### config.mk
export PLATFORM = sky130hd
export DESIGN_NAME = pipe_hazard_ctrl_flat
export DESIGN_NICKNAME = d
export VERILOG_FILES = /design/src/rtl/pipe_hazard_ctrl_if.sv /design/src/rtl/pipe_hazard_ctrl.sv /design/src/flat_wrapper.sv
export SDC_FILE = /design/constraint.sdc
export NUM_CORES = 1
export LEC_CHECK = 0
export BUFFER_PORTS_ARGS = -buffer_cell sky130_fd_sc_hd__buf_2
export CAP_MARGIN = 10
export CORE_AREA = 10 10 47 49
export CTS_CLUSTER_SIZE = 24
export DETAILED_ROUTE_END_ITERATION = 10
export DIE_AREA = 0 0 57 59
export PLACE_DENSITY = 0.74
export SETUP_SLACK_MARGIN = 0.3
export SYNTH_ARGS = -nofsm -noshare
export SYNTH_HDL_FRONTEND = slang
export SYNTH_SLANG_ARGS = --single-unit
### constraint.sdc
create_clock -name clk -period 3.45 [get_ports clk]
set_input_delay 0.5175 -clock clk [delete_from_list [all_inputs] [get_ports clk]]
set_output_delay 0.5175 -clock clk [all_outputs]
set_load 0.005 [all_outputs]
### src/rtl/pipe_hazard_ctrl_if.sv
// Handshake/control bundle between the LC-3b pipeline datapath and pipe_hazard_ctrl.
// slave = the hazard controller, master = the datapath side that feeds it.
interface pipe_hazard_ctrl_if #(
  parameter int NUM_LATCH = 4,
  parameter int REG_W     = 3
);
  logic                 imem_read;
  logic                 imem_resp;
  logic                 mem_op;
  logic                 mem_resp;
  logic                 branch_taken;
  logic [REG_W-1:0]     id_sr1;
  logic [REG_W-1:0]     id_sr2;
  logic                 id_sr1_use;
  logic                 id_sr2_use;
  logic [REG_W-1:0]     ex_dr;
  logic                 ex_is_load;
  logic                 pc_load;
  logic                 pc_sel;
  logic [NUM_LATCH-1:0] latch_load;
  logic [NUM_LATCH-1:0] latch_vin;
  logic [NUM_LATCH-1:0] valid_q;

  modport master (
    output imem_resp, mem_op, mem_resp, branch_taken,
           id_sr1, id_sr2, id_sr1_use, id_sr2_use, ex_dr, ex_is_load,
    input  imem_read, pc_load, pc_sel, latch_load, latch_vin, valid_q
  );

  modport slave (
    input  imem_resp, mem_op, mem_resp, branch_taken,
           id_sr1, id_sr2, id_sr1_use, id_sr2_use, ex_dr, ex_is_load,
    output imem_read, pc_load, pc_sel, latch_load, latch_vin, valid_q
  );
endinterface

### src/rtl/pipe_hazard_ctrl.sv
// Stall/flush/valid controller for the pipelined LC-3b core.
// Optional macro PERF_CNT_EN adds saturating stall_cycles / flush_events counters.
module pipe_hazard_ctrl #(
  parameter int NUM_LATCH = 4,
  parameter int MEM_IDX   = 2,
  parameter int BR_IDX    = 2,
  parameter int REG_W     = 3
) (
  input  logic                  clk,
  input  logic                  rst,
  pipe_hazard_ctrl_if.slave     hz
`ifdef PERF_CNT_EN
  ,
  output logic [31:0]           stall_cycles,
  output logic [31:0]           flush_events
`endif
);

  typedef enum logic {F_RUN, F_KILL} fetch_state_t;

  localparam logic [NUM_LATCH-1:0] BIT0  = {{(NUM_LATCH-1){1'b0}}, 1'b1};
  localparam logic [NUM_LATCH-1:0] BIT01 = {{(NUM_LATCH-2){1'b0}}, 2'b11};

  fetch_state_t         state;
  fetch_state_t         state_nxt;
  logic [NUM_LATCH-1:0] valid;
  logic [NUM_LATCH-1:0] prev_valid;
  logic [NUM_LATCH-1:0] load;
  logic [NUM_LATCH-1:0] vin;
  logic                 pc_load;
  logic                 pc_sel;
  logic                 imem_read;
  logic [REG_W-1:0]     sr1;
  logic [REG_W-1:0]     sr2;
  logic [REG_W-1:0]     dr;
  logic                 src_hit;
  logic                 dstall;
  logic                 br;
  logic                 lu;
  logic                 fstall;

  assign sr1 = hz.id_sr1;
  assign sr2 = hz.id_sr2;
  assign dr  = hz.ex_dr;

  // Valid bit each latch would receive on a plain advance; latch 0 always gets a fresh fetch
  assign prev_valid = {valid[NUM_LATCH-2:0], 1'b1};

  assign src_hit = (hz.id_sr1_use & (sr1 == dr)) | (hz.id_sr2_use & (sr2 == dr));
  assign dstall  = valid[MEM_IDX] & hz.mem_op & ~hz.mem_resp;
  assign br      = valid[BR_IDX] & hz.branch_taken & ~dstall;
  assign lu      = valid[0] & valid[1] & hz.ex_is_load & src_hit & ~dstall & ~br;
  assign fstall  = ~hz.imem_resp & ~dstall & ~br & ~lu;

  always_ff @(posedge clk or posedge rst) begin
    if (rst) begin
      state <= F_RUN;
      valid <= '0;
    end else begin
      state <= state_nxt;
      valid <= (valid & ~load) | (vin & load);
    end
  end

  always_comb begin
    state_nxt = state;
    load      = '0;
    vin       = '0;
    pc_load   = 1'b0;
    pc_sel    = 1'b0;
    imem_read = 1'b0;
    if (!rst) begin
      imem_read = 1'b1;
      if (dstall) begin
        for (int k = MEM_IDX + 1; k < NUM_LATCH; k++) begin
          load[k] = 1'b1;
          vin[k]  = (k == MEM_IDX + 1) ? 1'b0 : prev_valid[k];
        end
      end else if (br) begin
        pc_load = 1'b1;
        pc_sel  = 1'b1;
        load    = '1;
        for (int k = 0; k < NUM_LATCH; k++) begin
          vin[k] = (k > BR_IDX) ? prev_valid[k] : 1'b0;
        end
      end else if (lu) begin
        load = ~BIT0;
        vin  = prev_valid & ~BIT01;
      end else if (fstall || state == F_KILL) begin
        // In F_KILL any arriving response belongs to the pre-redirect PC, so it is dropped
        load = '1;
        vin  = prev_valid & ~BIT0;
      end else begin
        load    = '1;
        vin     = prev_valid;
        pc_load = 1'b1;
      end

      if (br) begin
        state_nxt = hz.imem_resp ? F_RUN : F_KILL;
      end else if (state == F_KILL && hz.imem_resp) begin
        state_nxt = F_RUN;
      end
    end
  end

  assign hz.imem_read  = imem_read;
  assign hz.pc_load    = pc_load;
  assign hz.pc_sel     = pc_sel;
  assign hz.latch_load = load;
  assign hz.latch_vin  = vin;
  assign hz.valid_q    = valid;

`ifdef PERF_CNT_EN
  always_ff @(posedge clk or posedge rst) begin
    if (rst) begin
      stall_cycles <= '0;
      flush_events <= '0;
    end else begin
      if ((dstall | lu | fstall) && stall_cycles != 32'hFFFF_FFFF) begin
        stall_cycles <= stall_cycles + 32'd1;
      end
      if (br && flush_events != 32'hFFFF_FFFF) begin
        flush_events <= flush_events + 32'd1;
      end
    end
  end
`endif

endmodule

### src/flat_wrapper.sv
// flat-port wrapper written by rule: the top's interface ports become plain ports
module pipe_hazard_ctrl_flat 
#(
  parameter int NUM_LATCH = 4,
  parameter int MEM_IDX   = 2,
  parameter int BR_IDX    = 2,
  parameter int REG_W     = 3
)
  (clk, rst, hz_imem_resp, hz_mem_op, hz_mem_resp, hz_branch_taken, hz_id_sr1, hz_id_sr2, hz_id_sr1_use, hz_id_sr2_use, hz_ex_dr, hz_ex_is_load, hz_imem_read, hz_pc_load, hz_pc_sel, hz_latch_load, hz_latch_vin, hz_valid_q);
  pipe_hazard_ctrl_if #(.NUM_LATCH(NUM_LATCH), .REG_W(REG_W)) hz_i ();
  input  logic clk;
  input  logic rst;
  input wire logic [$bits(hz_i.imem_resp)-1:0] hz_imem_resp;
  input wire logic [$bits(hz_i.mem_op)-1:0] hz_mem_op;
  input wire logic [$bits(hz_i.mem_resp)-1:0] hz_mem_resp;
  input wire logic [$bits(hz_i.branch_taken)-1:0] hz_branch_taken;
  input wire logic [$bits(hz_i.id_sr1)-1:0] hz_id_sr1;
  input wire logic [$bits(hz_i.id_sr2)-1:0] hz_id_sr2;
  input wire logic [$bits(hz_i.id_sr1_use)-1:0] hz_id_sr1_use;
  input wire logic [$bits(hz_i.id_sr2_use)-1:0] hz_id_sr2_use;
  input wire logic [$bits(hz_i.ex_dr)-1:0] hz_ex_dr;
  input wire logic [$bits(hz_i.ex_is_load)-1:0] hz_ex_is_load;
  output wire logic [$bits(hz_i.imem_read)-1:0] hz_imem_read;
  output wire logic [$bits(hz_i.pc_load)-1:0] hz_pc_load;
  output wire logic [$bits(hz_i.pc_sel)-1:0] hz_pc_sel;
  output wire logic [$bits(hz_i.latch_load)-1:0] hz_latch_load;
  output wire logic [$bits(hz_i.latch_vin)-1:0] hz_latch_vin;
  output wire logic [$bits(hz_i.valid_q)-1:0] hz_valid_q;
  assign hz_i.imem_resp = hz_imem_resp;
  assign hz_i.mem_op = hz_mem_op;
  assign hz_i.mem_resp = hz_mem_resp;
  assign hz_i.branch_taken = hz_branch_taken;
  assign hz_i.id_sr1 = hz_id_sr1;
  assign hz_i.id_sr2 = hz_id_sr2;
  assign hz_i.id_sr1_use = hz_id_sr1_use;
  assign hz_i.id_sr2_use = hz_id_sr2_use;
  assign hz_i.ex_dr = hz_ex_dr;
  assign hz_i.ex_is_load = hz_ex_is_load;
  assign hz_imem_read = hz_i.imem_read;
  assign hz_pc_load = hz_i.pc_load;
  assign hz_pc_sel = hz_i.pc_sel;
  assign hz_latch_load = hz_i.latch_load;
  assign hz_latch_vin = hz_i.latch_vin;
  assign hz_valid_q = hz_i.valid_q;
  pipe_hazard_ctrl #(.NUM_LATCH(NUM_LATCH), .MEM_IDX(MEM_IDX), .BR_IDX(BR_IDX), .REG_W(REG_W)) u_core (.clk(clk), .rst(rst), .hz(hz_i));
endmodule
==> metrics <==
core area=1400 sq um; Comb pwr share=36.3%; HP Class=primary input to async pin; Worst-path clk slew=0.04 ns; total power=0.233 mW; P_leak=0.313 nW; I/O Buffers=32; critical path arrival=1.56 ns; Seq/Total Area, Yosys=34.7%; final worst path period need=2.08 ns; max_cap viols=0; share of cells above drive strength 1=47.4%; post-route ant nets=0; Psw=0.0736 mW; total wire length=1220 um; Max VDD drop=168 uV; Initial Utilization=25.7%; Synth Instances=42; Finished Core Util=39.4%; number of library cell types mapped by synthesis=18; clock root cell=clkbuf_4; ant diodes=0; largest area contributor in the netlist=dfrtp_1; number of synthesized register bits=5; post-CTS setup buffer count=0; RSZ-0062 raised after global routing=false; CTS tree=yes; GP Congestion=0.681; clock tree buffer depth=2; post-DP HPWL=1100 um; synth top area cells=dfrtp_1 (35%), xnor2_1 (15%), a21o_1 (6.3%); DIE HEIGHT=59 um; Finished Cell Area=552 sq um; Final Cycle Share=60.2%; area grow syn2layout=53.1%; Residual DRC=0; DRT iter0 DRCs=3; Syn Std Cell Area=360 sq um; final std cells w/o fill=92; final setup TNS=0 ns; dpl ws=1.37 ns; hold slack=0.263 ns; Main synth FF type=dfrtp_1; Net Count, Synth=60; Num CTS Buffers=3; first-pass GRT wire length=1970 um; power per cell area=423 nW/um^2; die width=57 um; Commonest cells post-synth=xnor2_1 (6), dfrtp_1 (5), nor2_1 (4); outcome=completed; # rows=14; total track usage=7.20%; DP Cell Count=88; die area=3360 sq um; final hold violation count=0; setup slack after layout=1.37 ns; Sw Share=31.6%; total number of vias=427; CTS sink cnt=5; top cell type's share of synthesized area=34.7%; f_max=0.481 GHz; CP Capture Type=output port; cell with the most instances after synthesis=xnor2_1; nets=95; Slew Limit Fails=0; Setup Crit Path Kind=primary input to output port; Clk Latency, worst-skew pair=0.23 ns; largest net degree at the start of global routing=12; Cell Int Power=0.160 mW; Syn Area/Cell=8.58 sq um; number of warnings issued by yosys=0; initial antenna violation count=0; worst-path maximum fanout=6; Resize count post-CTS=0; sequential power share=36.5%; vias in the first global route=462; Worst Tran Pin Value=0.368 ns; Vias/cell=4.64; relative slew slack=75.4%; critical path launch point type=primary input; part of the power in the clock network=27.2%; number of synthesized flops with an enable pin=0; H-tree level count=1; CP required=2.93 ns; final setup vio count=0; top-level I/O count=33; asr flop ratio synth=100%; Overflow after GRT=0; CTS Hold Bufs=0; Post-Route Skew=0.00202 ns; DR pass1 iterations=2; R2R cell count=3; DR WL/cell=13.2 um; Placed Area=526 sq um
## metal layers
| layer | wire length [um] | part of all wire (%) | GRT usage (%) | up-vias |
|---|---|---|---|---|
| met3 | 97 | 8.0 | 3.22 | 0 |
| met4 | 0 | 0 | 3.02 | 0 |
| met2 | 707 | 58 | 14.1 | 16 |
| li1 | - | - | - | 217 |
| met5 | 0 | 0 | 0 | - |
| met1 | 413 | 34 | 6.12 | 194 |
## final timing paths
path,start,end,slack [ns]
max,hz_mem_op,hz_latch_vin[1],1.37
min,rst,async pin,0.26
max reg2reg,flop,flop,2.18
min reg2reg,flop,flop,0.48
max in group asynchronous,rst,async pin,2.94
min in group clk,flop,flop,0.48
## worst max-delay path, stage by stage
cell,delay [ns]
buf_2,0.09
nor2b_1,0.15
o21a_1,0.20
a211oi_2,0.36
nor2_1,0.10
buf_2,0.14
## logic make-up after synthesis
family / after synthesis / share of synthesized area (%)
AOI/OAI and AO/OA: 10 / 20.5
xor gates and xnor gates: 6 / 14.6
buffers and inverters: 5 / 7.29
DFF: 5 / 34.7
and+or+nand+nor: 16 / 22.9
## power groups by stage
stage	clock network (mW)	logic [mW]	registers, mW
finish	0.0635	0.0846	0.0851
global route	0.0742	0.0954	0.0874
CTS	0.0677	0.0874	0.0848
global placement	0	0.0858	0.0848
detailed placement	0	0.0872	0.0855
floorplan	0	0.0430	0.0849
## placed cells by master, fill, tap and decap left out
cell,instances
buf_2,32
nand3_1,2
o21ai_0,3
clkbuf_1,1
inv_1,3
a211oi_2,1
nand2_1,3
a211oi_1,1
nand3b_1,1
dfrtp_1,5
nor3b_1,1
a21o_1,3
o21a_1,1
nor2_1,4
a2bb2oi_1,1
nor2b_1,1
clkbuf_4,3
xnor2_1,6
nand4_1,3
and3_1,1
## layout make-up
type | count | area (sq um)
flip-flops and latches | 5 | 125
fillers | 168 | 850
multi-input cells | 32 | 209
clock buffers | 4 | 26.3
inverters | 3 | 11.3
well taps | 16 | 20.0
repair buffers | 32 | 160
Note: power is estimated with default switching activity, not from simulation.
